$ cat config.mk
export PLATFORM = sky130hd
export DESIGN_NAME = dma_byte_fifo_flat
export DESIGN_NICKNAME = d
export VERILOG_FILES = /design/src/rtl/dma_fifo_pkg.sv /design/src/rtl/dma_byte_fifo_if.sv /design/src/rtl/dma_fifo_ptr.sv /design/src/rtl/dma_byte_fifo.sv /design/src/flat_wrapper.sv
export SDC_FILE = /design/constraint.sdc
export NUM_CORES = 1
export LEC_CHECK = 0
export ABC_CLOCK_PERIOD_IN_PS = 3840
export BUFFER_PORTS_ARGS = -buffer_cell sky130_fd_sc_hd__buf_4
export CAP_MARGIN = 20
export CORE_ASPECT_RATIO = 0.8
export CORE_UTILIZATION = 55
export CTS_CLUSTER_SIZE = 8
export DETAILED_ROUTE_END_ITERATION = 7
export PLACE_DENSITY = 0.82
export SYNTH_ARGS = -nofsm -noshare
export SYNTH_HDL_FRONTEND = slang
export SYNTH_SLANG_ARGS = --single-unit
$ cat constraint.sdc
create_clock -name CLK -period 3.84 [get_ports CLK]
set_input_delay 0.384 -clock CLK [delete_from_list [all_inputs] [get_ports CLK]]
set_output_delay 0.384 -clock CLK [all_outputs]
set_load 0.05 [all_outputs]
$ cat src/rtl/dma_fifo_pkg.sv
// Shared constants for the DMA byte/longword FIFO: DIR encodings, big-endian
// byte-lane indices and the default depth.
package dma_fifo_pkg;

  localparam int DEFAULT_DEPTH = 8;

  typedef enum logic {
    DIR_MEM2SCSI = 1'b0,
    DIR_SCSI2MEM = 1'b1
  } dir_e;

  localparam logic [1:0] LANE_B31_24 = 2'd0;
  localparam logic [1:0] LANE_B23_16 = 2'd1;
  localparam logic [1:0] LANE_B15_8  = 2'd2;
  localparam logic [1:0] LANE_B7_0   = 2'd3;

  // Byte pointer to lane write-enable; bit3 is the most significant lane
  function automatic logic [3:0] lane_onehot(input logic [1:0] bo);
    case (bo)
      LANE_B31_24: lane_onehot = 4'b1000;
      LANE_B23_16: lane_onehot = 4'b0100;
      LANE_B15_8:  lane_onehot = 4'b0010;
      LANE_B7_0:   lane_onehot = 4'b0001;
      default:     lane_onehot = 4'b0000;
    endcase
  endfunction

endpackage

$ cat src/rtl/dma_byte_fifo_if.sv
// Handshake/data bundle of the DMA byte FIFO. AFULL/AEMPTY exist only when
// DMA_FIFO_WATERMARK_EN is defined.
interface dma_byte_fifo_if #(
  parameter int DEPTH = dma_fifo_pkg::DEFAULT_DEPTH
);
  logic                     CLR;
  logic                     DIR;
  logic                     LSTB;
  logic [3:0]               LBE;
  logic [31:0]              ID;
  logic [31:0]              OD;
  logic                     BSTB;
  logic [7:0]               BDIN;
  logic [7:0]               BDOUT;
  logic                     FLUSH;
  logic                     FULL;
  logic                     EMPTY;
  logic [$clog2(DEPTH):0]   COUNT;
  logic [1:0]               BO;
  logic                     BOEQ0;
  logic                     BOEQ3;
  logic                     OVF;
  logic                     UNF;
`ifdef DMA_FIFO_WATERMARK_EN
  logic                     AFULL;
  logic                     AEMPTY;
`endif

  modport master (
    output CLR, DIR, LSTB, LBE, ID, BSTB, BDIN, FLUSH,
`ifdef DMA_FIFO_WATERMARK_EN
    input  AFULL, AEMPTY,
`endif
    input  OD, BDOUT, FULL, EMPTY, COUNT, BO, BOEQ0, BOEQ3, OVF, UNF
  );

  modport slave (
    input  CLR, DIR, LSTB, LBE, ID, BSTB, BDIN, FLUSH,
`ifdef DMA_FIFO_WATERMARK_EN
    output AFULL, AEMPTY,
`endif
    output OD, BDOUT, FULL, EMPTY, COUNT, BO, BOEQ0, BOEQ3, OVF, UNF
  );

endinterface

$ cat src/rtl/dma_fifo_ptr.sv
// Pointer, byte-pointer, count and flag state of the DMA byte FIFO.
// Watermark flags are built only with DMA_FIFO_WATERMARK_EN.
module dma_fifo_ptr
  import dma_fifo_pkg::*;
#(
  parameter int DEPTH = DEFAULT_DEPTH
`ifdef DMA_FIFO_WATERMARK_EN
  , parameter int AF_LEVEL = DEPTH - 2
`endif
) (
  input  logic                     clk,
  input  logic                     rst_n,
  input  logic                     clr,
  input  logic                     dir,
  input  logic                     lstb,
  input  logic                     bstb,
  input  logic                     flush,
  output logic [$clog2(DEPTH)-1:0] wptr,
  output logic [$clog2(DEPTH)-1:0] rptr,
  output logic [1:0]               bo,
  output logic [$clog2(DEPTH):0]   count,
  output logic                     full,
  output logic                     empty,
  output logic                     boeq0,
  output logic                     boeq3,
  output logic                     ovf,
  output logic                     unf,
`ifdef DMA_FIFO_WATERMARK_EN
  output logic                     afull,
  output logic                     aempty,
`endif
  output logic                     lpush_ok,
  output logic                     bpush_ok
);
  localparam int AW = $clog2(DEPTH);
  localparam int CW = AW + 1;

  logic [AW-1:0] wptr_r, rptr_r, wptr_nxt_s, rptr_nxt_s;
  logic [1:0]    bo_r, bo_nxt_s;
  logic [CW-1:0] count_r, count_nxt_s;
  logic          full_r, empty_r, boeq0_r, boeq3_r, ovf_r, unf_r;
  logic          ovf_nxt_s, unf_nxt_s;
  logic          push_req_s, pop_req_s, lpop_ok_s, bpop_ok_s, flush_ok_s;
  logic          inc_s, dec_s;
`ifdef DMA_FIFO_WATERMARK_EN
  logic          afull_r, aempty_r;
`endif

  // Qualify strobes against current occupancy; a byte push wins over FLUSH
  always_comb begin
    push_req_s  = (dir == DIR_SCSI2MEM) ? bstb : lstb;
    pop_req_s   = (dir == DIR_SCSI2MEM) ? lstb : bstb;
    lpush_ok    = 1'b0;
    bpush_ok    = 1'b0;
    lpop_ok_s   = 1'b0;
    bpop_ok_s   = 1'b0;
    flush_ok_s  = 1'b0;
    ovf_nxt_s   = ovf_r;
    unf_nxt_s   = unf_r;
    if (clr) begin
      ovf_nxt_s = 1'b0;
      unf_nxt_s = 1'b0;
    end else begin
      if (push_req_s) begin
        if (full_r) ovf_nxt_s = 1'b1;
        else if (dir == DIR_SCSI2MEM) bpush_ok = 1'b1;
        else lpush_ok = 1'b1;
      end else if (flush && (dir == DIR_SCSI2MEM) && (bo_r != 2'd0)) begin
        if (full_r) ovf_nxt_s = 1'b1;
        else flush_ok_s = 1'b1;
      end else begin
        flush_ok_s = 1'b0;
      end
      if (pop_req_s) begin
        if (empty_r) unf_nxt_s = 1'b1;
        else if (dir == DIR_SCSI2MEM) lpop_ok_s = 1'b1;
        else bpop_ok_s = 1'b1;
      end else begin
        lpop_ok_s = 1'b0;
      end
    end
  end

  // Next-state for pointers, byte pointer and count
  always_comb begin
    inc_s = lpush_ok | flush_ok_s | (bpush_ok & (bo_r == LANE_B7_0));
    dec_s = lpop_ok_s | (bpop_ok_s & (bo_r == LANE_B7_0));
    if (clr) begin
      wptr_nxt_s  = {AW{1'b0}};
      rptr_nxt_s  = {AW{1'b0}};
      bo_nxt_s    = 2'd0;
      count_nxt_s = {CW{1'b0}};
    end else begin
      wptr_nxt_s  = wptr_r + AW'(inc_s);
      rptr_nxt_s  = rptr_r + AW'(dec_s);
      count_nxt_s = count_r + CW'(inc_s) - CW'(dec_s);
      if (flush_ok_s) bo_nxt_s = 2'd0;
      else if (bpush_ok || bpop_ok_s) bo_nxt_s = bo_r + 2'd1;
      else bo_nxt_s = bo_r;
    end
  end

  // State registers; flags are registered from next-state values
  always_ff @(posedge clk or negedge rst_n) begin
    if (!rst_n) begin
      wptr_r   <= {AW{1'b0}};
      rptr_r   <= {AW{1'b0}};
      bo_r     <= 2'd0;
      count_r  <= {CW{1'b0}};
      full_r   <= 1'b0;
      empty_r  <= 1'b1;
      boeq0_r  <= 1'b1;
      boeq3_r  <= 1'b0;
      ovf_r    <= 1'b0;
      unf_r    <= 1'b0;
`ifdef DMA_FIFO_WATERMARK_EN
      afull_r  <= 1'b0;
      aempty_r <= 1'b1;
`endif
    end else begin
      wptr_r   <= wptr_nxt_s;
      rptr_r   <= rptr_nxt_s;
      bo_r     <= bo_nxt_s;
      count_r  <= count_nxt_s;
      full_r   <= (count_nxt_s == CW'(DEPTH));
      empty_r  <= (count_nxt_s == {CW{1'b0}});
      boeq0_r  <= (bo_nxt_s == 2'd0);
      boeq3_r  <= (bo_nxt_s == 2'd3);
      ovf_r    <= ovf_nxt_s;
      unf_r    <= unf_nxt_s;
`ifdef DMA_FIFO_WATERMARK_EN
      afull_r  <= (count_nxt_s >= CW'(AF_LEVEL));
      aempty_r <= (count_nxt_s <= CW'(1));
`endif
    end
  end

  assign wptr  = wptr_r;
  assign rptr  = rptr_r;
  assign bo    = bo_r;
  assign count = count_r;
  assign full  = full_r;
  assign empty = empty_r;
  assign boeq0 = boeq0_r;
  assign boeq3 = boeq3_r;
  assign ovf   = ovf_r;
  assign unf   = unf_r;
`ifdef DMA_FIFO_WATERMARK_EN
  assign afull  = afull_r;
  assign aempty = aempty_r;
`endif

endmodule

$ cat src/rtl/dma_byte_fifo.sv
// DMA FIFO bridging 32-bit memory longwords and SCSI bytes in either direction.
// Optional AFULL/AEMPTY watermarks with DMA_FIFO_WATERMARK_EN.
module dma_byte_fifo
  import dma_fifo_pkg::*;
#(
  parameter int DEPTH = DEFAULT_DEPTH
`ifdef DMA_FIFO_WATERMARK_EN
  , parameter int AF_LEVEL = DEPTH - 2
`endif
) (
  input  logic          CLK,
  input  logic          RST_FIFO_,
  dma_byte_fifo_if.slave bus
);
  localparam int AW = $clog2(DEPTH);

  logic [31:0]   mem_r [DEPTH];
  logic [AW-1:0] wptr_s, rptr_s;
  logic [1:0]    bo_s;
  logic [AW:0]   count_s;
  logic          full_s, empty_s, boeq0_s, boeq3_s, ovf_s, unf_s;
  logic          lpush_ok_s, bpush_ok_s;
  logic [3:0]    lane_we_s;
  logic [31:0]   wdata_s, od_s;
  logic [7:0]    bdout_s;
`ifdef DMA_FIFO_WATERMARK_EN
  logic          afull_s, aempty_s;
`endif

  dma_fifo_ptr #(
    .DEPTH    (DEPTH)
`ifdef DMA_FIFO_WATERMARK_EN
    , .AF_LEVEL (AF_LEVEL)
`endif
  ) u_ptr (
    .clk      (CLK),
    .rst_n    (RST_FIFO_),
    .clr      (bus.CLR),
    .dir      (bus.DIR),
    .lstb     (bus.LSTB),
    .bstb     (bus.BSTB),
    .flush    (bus.FLUSH),
    .wptr     (wptr_s),
    .rptr     (rptr_s),
    .bo       (bo_s),
    .count    (count_s),
    .full     (full_s),
    .empty    (empty_s),
    .boeq0    (boeq0_s),
    .boeq3    (boeq3_s),
    .ovf      (ovf_s),
    .unf      (unf_s),
`ifdef DMA_FIFO_WATERMARK_EN
    .afull    (afull_s),
    .aempty   (aempty_s),
`endif
    .lpush_ok (lpush_ok_s),
    .bpush_ok (bpush_ok_s)
  );

  // Lane enables and write data for the entry at the write pointer
  always_comb begin
    lane_we_s = 4'b0000;
    wdata_s   = bus.ID;
    if (lpush_ok_s) begin
      lane_we_s = bus.LBE;
      wdata_s   = bus.ID;
    end else if (bpush_ok_s) begin
      lane_we_s = lane_onehot(bo_s);
      wdata_s   = {4{bus.BDIN}};
    end else begin
      lane_we_s = 4'b0000;
    end
  end

  // Storage has no reset: contents survive both reset and CLR
  always_ff @(posedge CLK) begin
    for (int l = 0; l < 4; l++) begin
      if (lane_we_s[l]) begin
        mem_r[wptr_s][8*l +: 8] <= wdata_s[8*l +: 8];
      end
    end
  end

  assign od_s = mem_r[rptr_s];

  // Big-endian lane select for the byte read port
  always_comb begin
    case (bo_s)
      LANE_B31_24: bdout_s = od_s[31:24];
      LANE_B23_16: bdout_s = od_s[23:16];
      LANE_B15_8:  bdout_s = od_s[15:8];
      LANE_B7_0:   bdout_s = od_s[7:0];
      default:     bdout_s = 8'h00;
    endcase
  end

  assign bus.OD    = od_s;
  assign bus.BDOUT = bdout_s;
  assign bus.FULL  = full_s;
  assign bus.EMPTY = empty_s;
  assign bus.COUNT = count_s;
  assign bus.BO    = bo_s;
  assign bus.BOEQ0 = boeq0_s;
  assign bus.BOEQ3 = boeq3_s;
  assign bus.OVF   = ovf_s;
  assign bus.UNF   = unf_s;
`ifdef DMA_FIFO_WATERMARK_EN
  assign bus.AFULL  = afull_s;
  assign bus.AEMPTY = aempty_s;
`endif

endmodule

$ cat src/flat_wrapper.sv
// flat-port wrapper written by rule: the top's interface ports become plain ports
module dma_byte_fifo_flat import dma_fifo_pkg::*;
#(
  parameter int DEPTH = DEFAULT_DEPTH

)
  (CLK, RST_FIFO_, bus_CLR, bus_DIR, bus_LSTB, bus_LBE, bus_ID, bus_BSTB, bus_BDIN, bus_FLUSH, bus_OD, bus_BDOUT, bus_FULL, bus_EMPTY, bus_COUNT, bus_BO, bus_BOEQ0, bus_BOEQ3, bus_OVF, bus_UNF);
  dma_byte_fifo_if #(.DEPTH(DEPTH)) bus_i ();
  input  logic CLK;
  input  logic RST_FIFO_;
  input wire logic [$bits(bus_i.CLR)-1:0] bus_CLR;
  input wire logic [$bits(bus_i.DIR)-1:0] bus_DIR;
  input wire logic [$bits(bus_i.LSTB)-1:0] bus_LSTB;
  input wire logic [$bits(bus_i.LBE)-1:0] bus_LBE;
  input wire logic [$bits(bus_i.ID)-1:0] bus_ID;
  input wire logic [$bits(bus_i.BSTB)-1:0] bus_BSTB;
  input wire logic [$bits(bus_i.BDIN)-1:0] bus_BDIN;
  input wire logic [$bits(bus_i.FLUSH)-1:0] bus_FLUSH;
  output wire logic [$bits(bus_i.OD)-1:0] bus_OD;
  output wire logic [$bits(bus_i.BDOUT)-1:0] bus_BDOUT;
  output wire logic [$bits(bus_i.FULL)-1:0] bus_FULL;
  output wire logic [$bits(bus_i.EMPTY)-1:0] bus_EMPTY;
  output wire logic [$bits(bus_i.COUNT)-1:0] bus_COUNT;
  output wire logic [$bits(bus_i.BO)-1:0] bus_BO;
  output wire logic [$bits(bus_i.BOEQ0)-1:0] bus_BOEQ0;
  output wire logic [$bits(bus_i.BOEQ3)-1:0] bus_BOEQ3;
  output wire logic [$bits(bus_i.OVF)-1:0] bus_OVF;
  output wire logic [$bits(bus_i.UNF)-1:0] bus_UNF;
  assign bus_i.CLR = bus_CLR;
  assign bus_i.DIR = bus_DIR;
  assign bus_i.LSTB = bus_LSTB;
  assign bus_i.LBE = bus_LBE;
  assign bus_i.ID = bus_ID;
  assign bus_i.BSTB = bus_BSTB;
  assign bus_i.BDIN = bus_BDIN;
  assign bus_i.FLUSH = bus_FLUSH;
  assign bus_OD = bus_i.OD;
  assign bus_BDOUT = bus_i.BDOUT;
  assign bus_FULL = bus_i.FULL;
  assign bus_EMPTY = bus_i.EMPTY;
  assign bus_COUNT = bus_i.COUNT;
  assign bus_BO = bus_i.BO;
  assign bus_BOEQ0 = bus_i.BOEQ0;
  assign bus_BOEQ3 = bus_i.BOEQ3;
  assign bus_OVF = bus_i.OVF;
  assign bus_UNF = bus_i.UNF;
  dma_byte_fifo #(.DEPTH(DEPTH)) u_core (.CLK(CLK), .RST_FIFO_(RST_FIFO_), .bus(bus_i));
endmodule
==> results of run 1 <==
power by group:
part / switching [mW] / internal, mW / total [mW] / leakage, nW
Clock: 1.14 / 1.92 / 3.06 / 0.526
Sequential: 0.0483 / 3.37 / 3.42 / 2.54
Combinational: 0.698 / 0.353 / 1.05 / 1.72
placed cells by master, fill, tap and decap left out, types with 2 or more instances in the layout:
| master | n |
|---|---|
| xnor2_1 | 5 |
| a22oi_1 | 20 |
| inv_1 | 10 |
| a32oi_1 | 8 |
| and2_1 | 9 |
| edfxtp_1 | 256 |
| buf_4 | 110 |
| or3_1 | 3 |
| clkbuf_1 | 14 |
| a21oi_1 | 19 |
| mux4_1 | 16 |
| nor2_1 | 53 |
| dfrtp_1 | 14 |
| nor2b_1 | 8 |
| and3_1 | 2 |
| mux2i_1 | 33 |
| nand3b_1 | 5 |
| mux4_2 | 32 |
| nand3_1 | 3 |
| ha_1 | 15 |
| dfstp_2 | 2 |
| nand2_1 | 75 |
| clkbuf_16 | 41 |
| mux2_2 | 26 |
cell families after synthesis:
| logic type | share of synthesized area [%] |
|---|---|
| DFF | 71.0 |
| and+or+nand+nor | 6.22 |
| muxes | 15.4 |
| AOI/OAI and AO/OA | 3.32 |
| buffers and inverters | 1.86 |
| adders and majority gates | 1.81 |
| xor gates and xnor gates | 0.458 |
final cells by class:
class | count | area (um2)
well taps | 264 | 330
clock buffers | 55 | 1080
inverters | 10 | 37.5
repair buffers | 112 | 856
fillers | 1312 | 6570
flip-flops and latches | 274 | 8150
multi-input cells | 348 | 3120
clock inverters | 1 | 8.76
sequential cells by signal (all words and copies together) (netlist names), 2 cells and up:
name                cells
u_core.u_ptr.rptr       3
u_core.u_ptr.count      4
u_core.u_ptr.wptr       3
u_core.u_ptr.bo         2
u_core.mem_r          256
through the flow:
step | instance area (um2) | util, %
final | 13600 | 67.4
after detailed placement | 12500 | 61.9
after CTS | 13600 | 67.4
after global routing | 13600 | 67.4
after global placement | 12500 | 61.9
after floorplan | 11500 | -
worst min-delay path by stage:
stage / start / endpoint / slack (ns) / depth (start not counted)
floorplan: RST_FIFO_ / u_core.u_ptr.bo[0] / 0.09 / 0
global placement: RST_FIFO_ / u_core.u_ptr.count[3] / 0.26 / 1
detailed placement: RST_FIFO_ / u_core.u_ptr.unf / 0.26 / 1
CTS: bus_CLR / u_core.u_ptr.ovf / 0.20 / 2
global route: bus_CLR / u_core.u_ptr.ovf / 0.23 / 2
finish: bus_CLR / u_core.u_ptr.ovf / 0.21 / 2
layer usage:
layer	GRT usage, %	vias to the layer above	wire length [um]
li1	-	2836	-
met1	35.5	3323	10900
met2	42.4	410	13300
met3	7.64	72	3120
met4	9.16	0	826
met5	0	-	0
worst max-delay path: stages, from the launching register on:
cell and delay [ns]:
dfrtp_1 0.48, inv_1 0.18, ha_1 0.26, nand3b_1 0.18
nor4_1 0.38, a211o_1 0.21, inv_1 0.05, ha_1 0.28
inv_1 0.04, ha_1 0.20, fa_1 0.38, xnor2_1 0.16
nor2_1 0.07, or3_1 0.40, o21ba_2 0.25
==> flow_summary.json, run 1 <==
{
  "status": "finished clean",
  "netlist_top_cells_count": "256 x edfxtp_1, 75 x nand2_1, 53 x nor2_1, 33 x mux2i_1, 32 x mux4_2",
  "drc": 0,
  "cp.required_ns": 4.28,
  "netlist_area_mm2": 0.0115,
  "start_util_pct": 57.0,
  "drtAntennaViolNets": 0,
  "hold_class": "input pin to register",
  "pre_cts_slack_ns": 0.333,
  "finalCriticalPeriod_ns": 3.58,
  "synth_top_area_cell": "edfxtp_1",
  "ys_top_cells_by_area": "edfxtp_1 67%, mux4_2 6.3%, mux4_1 3.7%",
  "numCtsBuffers": 40,
  "synth_most_common_cell": "edfxtp_1",
  "r2r_slack_ns": 0.26,
  "maxCapViolCount": 0,
  "synth-warning-count": 0,
  "synth_area_per_cell_um2": 17.2,
  "path_class": "register to register",
  "hold_ws_ns": 0.215,
  "synthesis.nets": 733,
  "crit_start": "u_core.u_ptr.bo[0]",
  "critPathLaunchType": "register",
  "cts_hold_buf": 1,
  "synthArstFlopShare_pct": 6.57,
  "synthFlopType": "edfxtp_1",
  "syn-instance-count": 666,
  "synth-edff-count": 256,
  "endpoint": "u_core.u_ptr.empty",
  "p_per_area_mw_per_mm2": 555,
  "crit_path_end_kind": "register",
  "grt_max_degree": 53,
  "wl_um": 28100,
  "grt_pass1_vias": 6834,
  "fin_ws_ns": 0.261,
  "cts-htree-levels": 2,
  "clkLatencyLatePin_ns": 0.50,
  "drtIter0Drc": 880,
  "routabilityCongestion": 0.912,
  "r2r_start": "u_core.u_ptr.bo[0]",
  "synth_cell_types": 42,
  "timing.rr.end": "u_core.u_ptr.empty",
  "antenna_cells": 0,
  "fp-row-count": 46,
  "cts-root-buf": "clkbuf_16",
  "cts.clk_slew.worst_paths_ns": 0.05,
  "vdd_drop_max_uv": 392,
  "cts_setup_buffers": 0,
  "postCtsResizedCells": 0,
  "total_leakage_power_nw": 4.79,
  "setup_viol": 0,
  "fmax_mhz": 279,
  "via_per_inst": 6.24,
  "fin_crit_sh_pct": 93.2,
  "die_h_um": 131,
  "track_usage_pct": 26.7,
  "slew_violations": 0,
  "r2r_cells": 14,
  "cts.sinks": 274,
  "fp.dieW_um": 163,
  "synth_seq_area_share_pct": 71.0,
  "gr-total-overflow": 0,
  "power_mw": 7.53,
  "ios": 103,
  "drt-pass1-iter-count": 6,
  "area_growth_pct": 18.3,
  "io_buffers": 102,
  "final_cells": 1064,
  "slew_headroom_pct": 25.9,
  "hpwl_um": 17900,
  "placed_cells": 1007,
  "fp.coreArea_mm2": 0.0201,
  "arrival_ns": 4.02,
  "fin_skew_ns": 0.0141,
  "final_layout_size_suffix_gt1_share_pct": 27.4,
  "finalSetupTns_ns": 0,
  "wl_per_cell_um": 26.4,
  "crit_fanout": 8,
  "finalNetCount": 853,
  "rsz0062_at_grt": "no",
  "die_area_mm2": 0.0214,
  "worst_slew_pin_slew_ns": 1.11,
  "ys_ff_latch": 274,
  "clockBufferDepth": 3,
  "final-hold-violation-count": 0,
  "tritoncts": "done",
  "synth_top_area_share_pct": 67.0,
  "grt_pass1_wl_um": 40900,
  "vias": 6641,
  "antenna_found_initial": 0
}
Note: power is estimated with default switching activity, not from simulation.
==> run 2, diff against run 1 <==
--- a/config.mk
+++ b/config.mk
@@ -5,6 +5,7 @@
 export SDC_FILE = /design/constraint.sdc
 export NUM_CORES = 1
 export LEC_CHECK = 0
+export ABC_AREA = 1
 export ABC_CLOCK_PERIOD_IN_PS = 3840
 export BUFFER_PORTS_ARGS = -buffer_cell sky130_fd_sc_hd__buf_4
 export CAP_MARGIN = 20
@@ -12,7 +13,7 @@
 export CORE_UTILIZATION = 55
 export CTS_CLUSTER_SIZE = 8
 export DETAILED_ROUTE_END_ITERATION = 7
-export PLACE_DENSITY = 0.82
+export PLACE_DENSITY = 0.81
 export SYNTH_ARGS = -nofsm -noshare
 export SYNTH_HDL_FRONTEND = slang
 export SYNTH_SLANG_ARGS = --single-unit
==> flow_summary.json, run 2 <==
{
  "critPathMaxStageDelay_ns": 0.82,
  "drt-pass1-iter-count": 5,
  "n_fill_cell": 1577,
  "vias": 9213,
  "status": "finished clean",
  "ios": 103,
  "numCtsBuffers": 40,
  "largest_reg_flops": 256,
  "synth_top_area_share_pct": 61.6,
  "synth_area_per_cell_um2": 9.91,
  "synthFlopType": "edfxtp_1",
  "final-hold-violation-count": 0,
  "routabilityCongestion": 0.863,
  "cts-root-buf": "clkbuf_16",
  "synth_top_area_cell": "edfxtp_1",
  "fin_skew_ns": 0.0150,
  "vdd_drop_max_uv": 434,
  "p_per_area_mw_per_mm2": 537,
  "setup_viol": 0,
  "cp.required_ns": 3.46,
  "rsz0062_at_grt": "no",
  "path_cells": "clkinv_2 > buf_4 > nand2_1 > nand3_1 > nand3_1 > nand3_1 > nand2_1 > nor2_1 > nor2_1 > buf_4",
  "synth_seq_area_share_pct": 65.3,
  "placed_cells": 1613,
  "largest_register": "u_core.mem_r",
  "synth_cell_types": 29,
  "hpwl_um": 20200,
  "synth-edff-count": 256,
  "crit_path_end_kind": "output pin",
  "area_growth_pct": 16.3,
  "tritoncts": "done",
  "synth-warning-count": 0,
  "synthesis.nets": 1326,
  "wl_per_cell_um": 19.7,
  "final_cells": 1665,
  "critPathLaunchType": "register",
  "cts.clk_slew.worst_paths_ns": 0.05,
  "grt_pass1_vias": 8875,
  "total_leakage_power_nw": 6.24,
  "fin_crit_sh_pct": 89.7,
  "track_usage_pct": 28.9,
  "final_cell_area_mm2": 0.0145,
  "slew_headroom_pct": 23.4,
  "antenna_cells": 0,
  "final_cell_mix": "366 x nand2_1, 256 x edfxtp_1, 172 x inv_1, 155 x nand3_1, 119 x nor2_1",
  "finalNetCount": 1423,
  "maxCapViolCount": 0,
  "synthArstFlopShare_pct": 6.57,
  "wl_um": 32800,
  "grt_pass1_wl_um": 48900,
  "cts-htree-levels": 2,
  "finalCriticalPeriod_ns": 3.44,
  "fmax_mhz": 290,
  "netlist_top_cells_count": "366 x nand2_1, 256 x edfxtp_1, 172 x inv_1, 155 x nand3_1, 119 x nor2_1",
  "gr-total-overflow": 0,
  "crit_slowest_cell": "dfrtp_4",
  "placed_area_mm2": 0.0134,
  "pre_cts_slack_ns": 0.662,
  "cp_common_cell": "nand3_1",
  "grt_max_degree": 97,
  "synth_most_common_cell": "nand2_1",
  "drtAntennaViolNets": 0,
  "drc": 0,
  "clkLatencyLatePin_ns": 0.52,
  "power_mw": 7.80,
  "die_area_mm2": 0.0233,
  "die_h_um": 137,
  "fp-row-count": 48,
  "fp.coreArea_mm2": 0.0219,
  "path_class": "register to output pin",
  "clockBufferDepth": 3,
  "hold_ws_ns": 0.142,
  "hold_class": "input pin to register",
  "start_util_pct": 56.9,
  "drtIter0Drc": 1024,
  "netlist_area_mm2": 0.0125,
  "crit_fanout": 50,
  "slew_violations": 0,
  "io_buffers": 102,
  "final_layout_size_suffix_gt1_share_pct": 12.3,
  "via_per_inst": 5.53,
  "fp.dieW_um": 170,
  "ys_ff_latch": 274,
  "fin_util_pct": 66.2,
  "worst_slew_pin_slew_ns": 1.14,
  "finalSetupTns_ns": 0,
  "fin_ws_ns": 0.396,
  "postCtsResizedCells": 0,
  "syn-instance-count": 1259,
  "mostFrequentLayoutCell": "nand2_1",
  "antenna_found_initial": 0,
  "ys_top_cells_by_area": "edfxtp_1 62%, nand2_1 11%, nand3_1 6.2%",
  "arrival_ns": 3.06,
  "cts.sinks": 274
}
-- run 2: layout make-up --
type                       count  area (um2)  area share, %
tap                          300         375           2.59
timing repair buffer         113         888           6.12
inverter                     179         673           4.64
clock inverter                 3        26.3          0.181
clock buffer                  48        1050           7.26
sequential                   274        8150           56.2
multi-input combinational    748        3340           23.1
-- run 2: path summary, 6_finish.rpt --
kind	cells past startpoint	slack [ns]	to	startpoint
worst max-delay path	10	0.40	bus_BDOUT[3]	u_core.u_ptr.rptr[0]
worst max register to register	14	0.66	u_core.u_ptr.empty	u_core.u_ptr.bo[1]
worst min register to register	2	0.52	u_core.u_ptr.unf	u_core.u_ptr.unf
worst min-delay path	2	0.14	u_core.u_ptr.wptr[0]	bus_CLR
max in group asynchronous	2	3.28	u_core.u_ptr.boeq0	RST_FIFO_
min in group asynchronous	2	0.30	u_core.u_ptr.count[3]	RST_FIFO_
-- run 2: power by group --
group	switching, mW	leakage [nW]	internal (mW)
logic	0.907	3.17	0.337
registers	0.0618	2.54	3.41
clock network	1.19	0.527	1.90
total	2.16	6.24	5.64
-- run 2: cells by family after synthesis --
group,share of synthesized area [%]
adders and majority gates,1.67
AOI/OAI and AO/OA,2.67
buffers and inverters,7.94
and+or+nand+nor,22.3
DFF,65.3
xor gates and xnor gates,0.211
-- run 2: worst max-delay path, delay by kind of cell, from the launching register on --
kind | cells | cell delay, ns
DFF | 1 | 0.82
and+or+nand+nor | 7 | 0.94
buffers and inverters | 3 | 0.73
-- run 2: what timing repair did --
action	CTS	global route
hold buffers	1	0
setup buffers	0	0
hold endpoints to repair	18	0
-- run 2: routing by layer --
metal | vias to the layer above | track usage, % | part of all wire (%)
met1 | 4288 | 37.6 | 38
met4 | 0 | 14.0 | 3.6
met3 | 88 | 7.03 | 12
met5 | - | 0 | 0
li1 | 4273 | - | -
met2 | 564 | 45.8 | 47
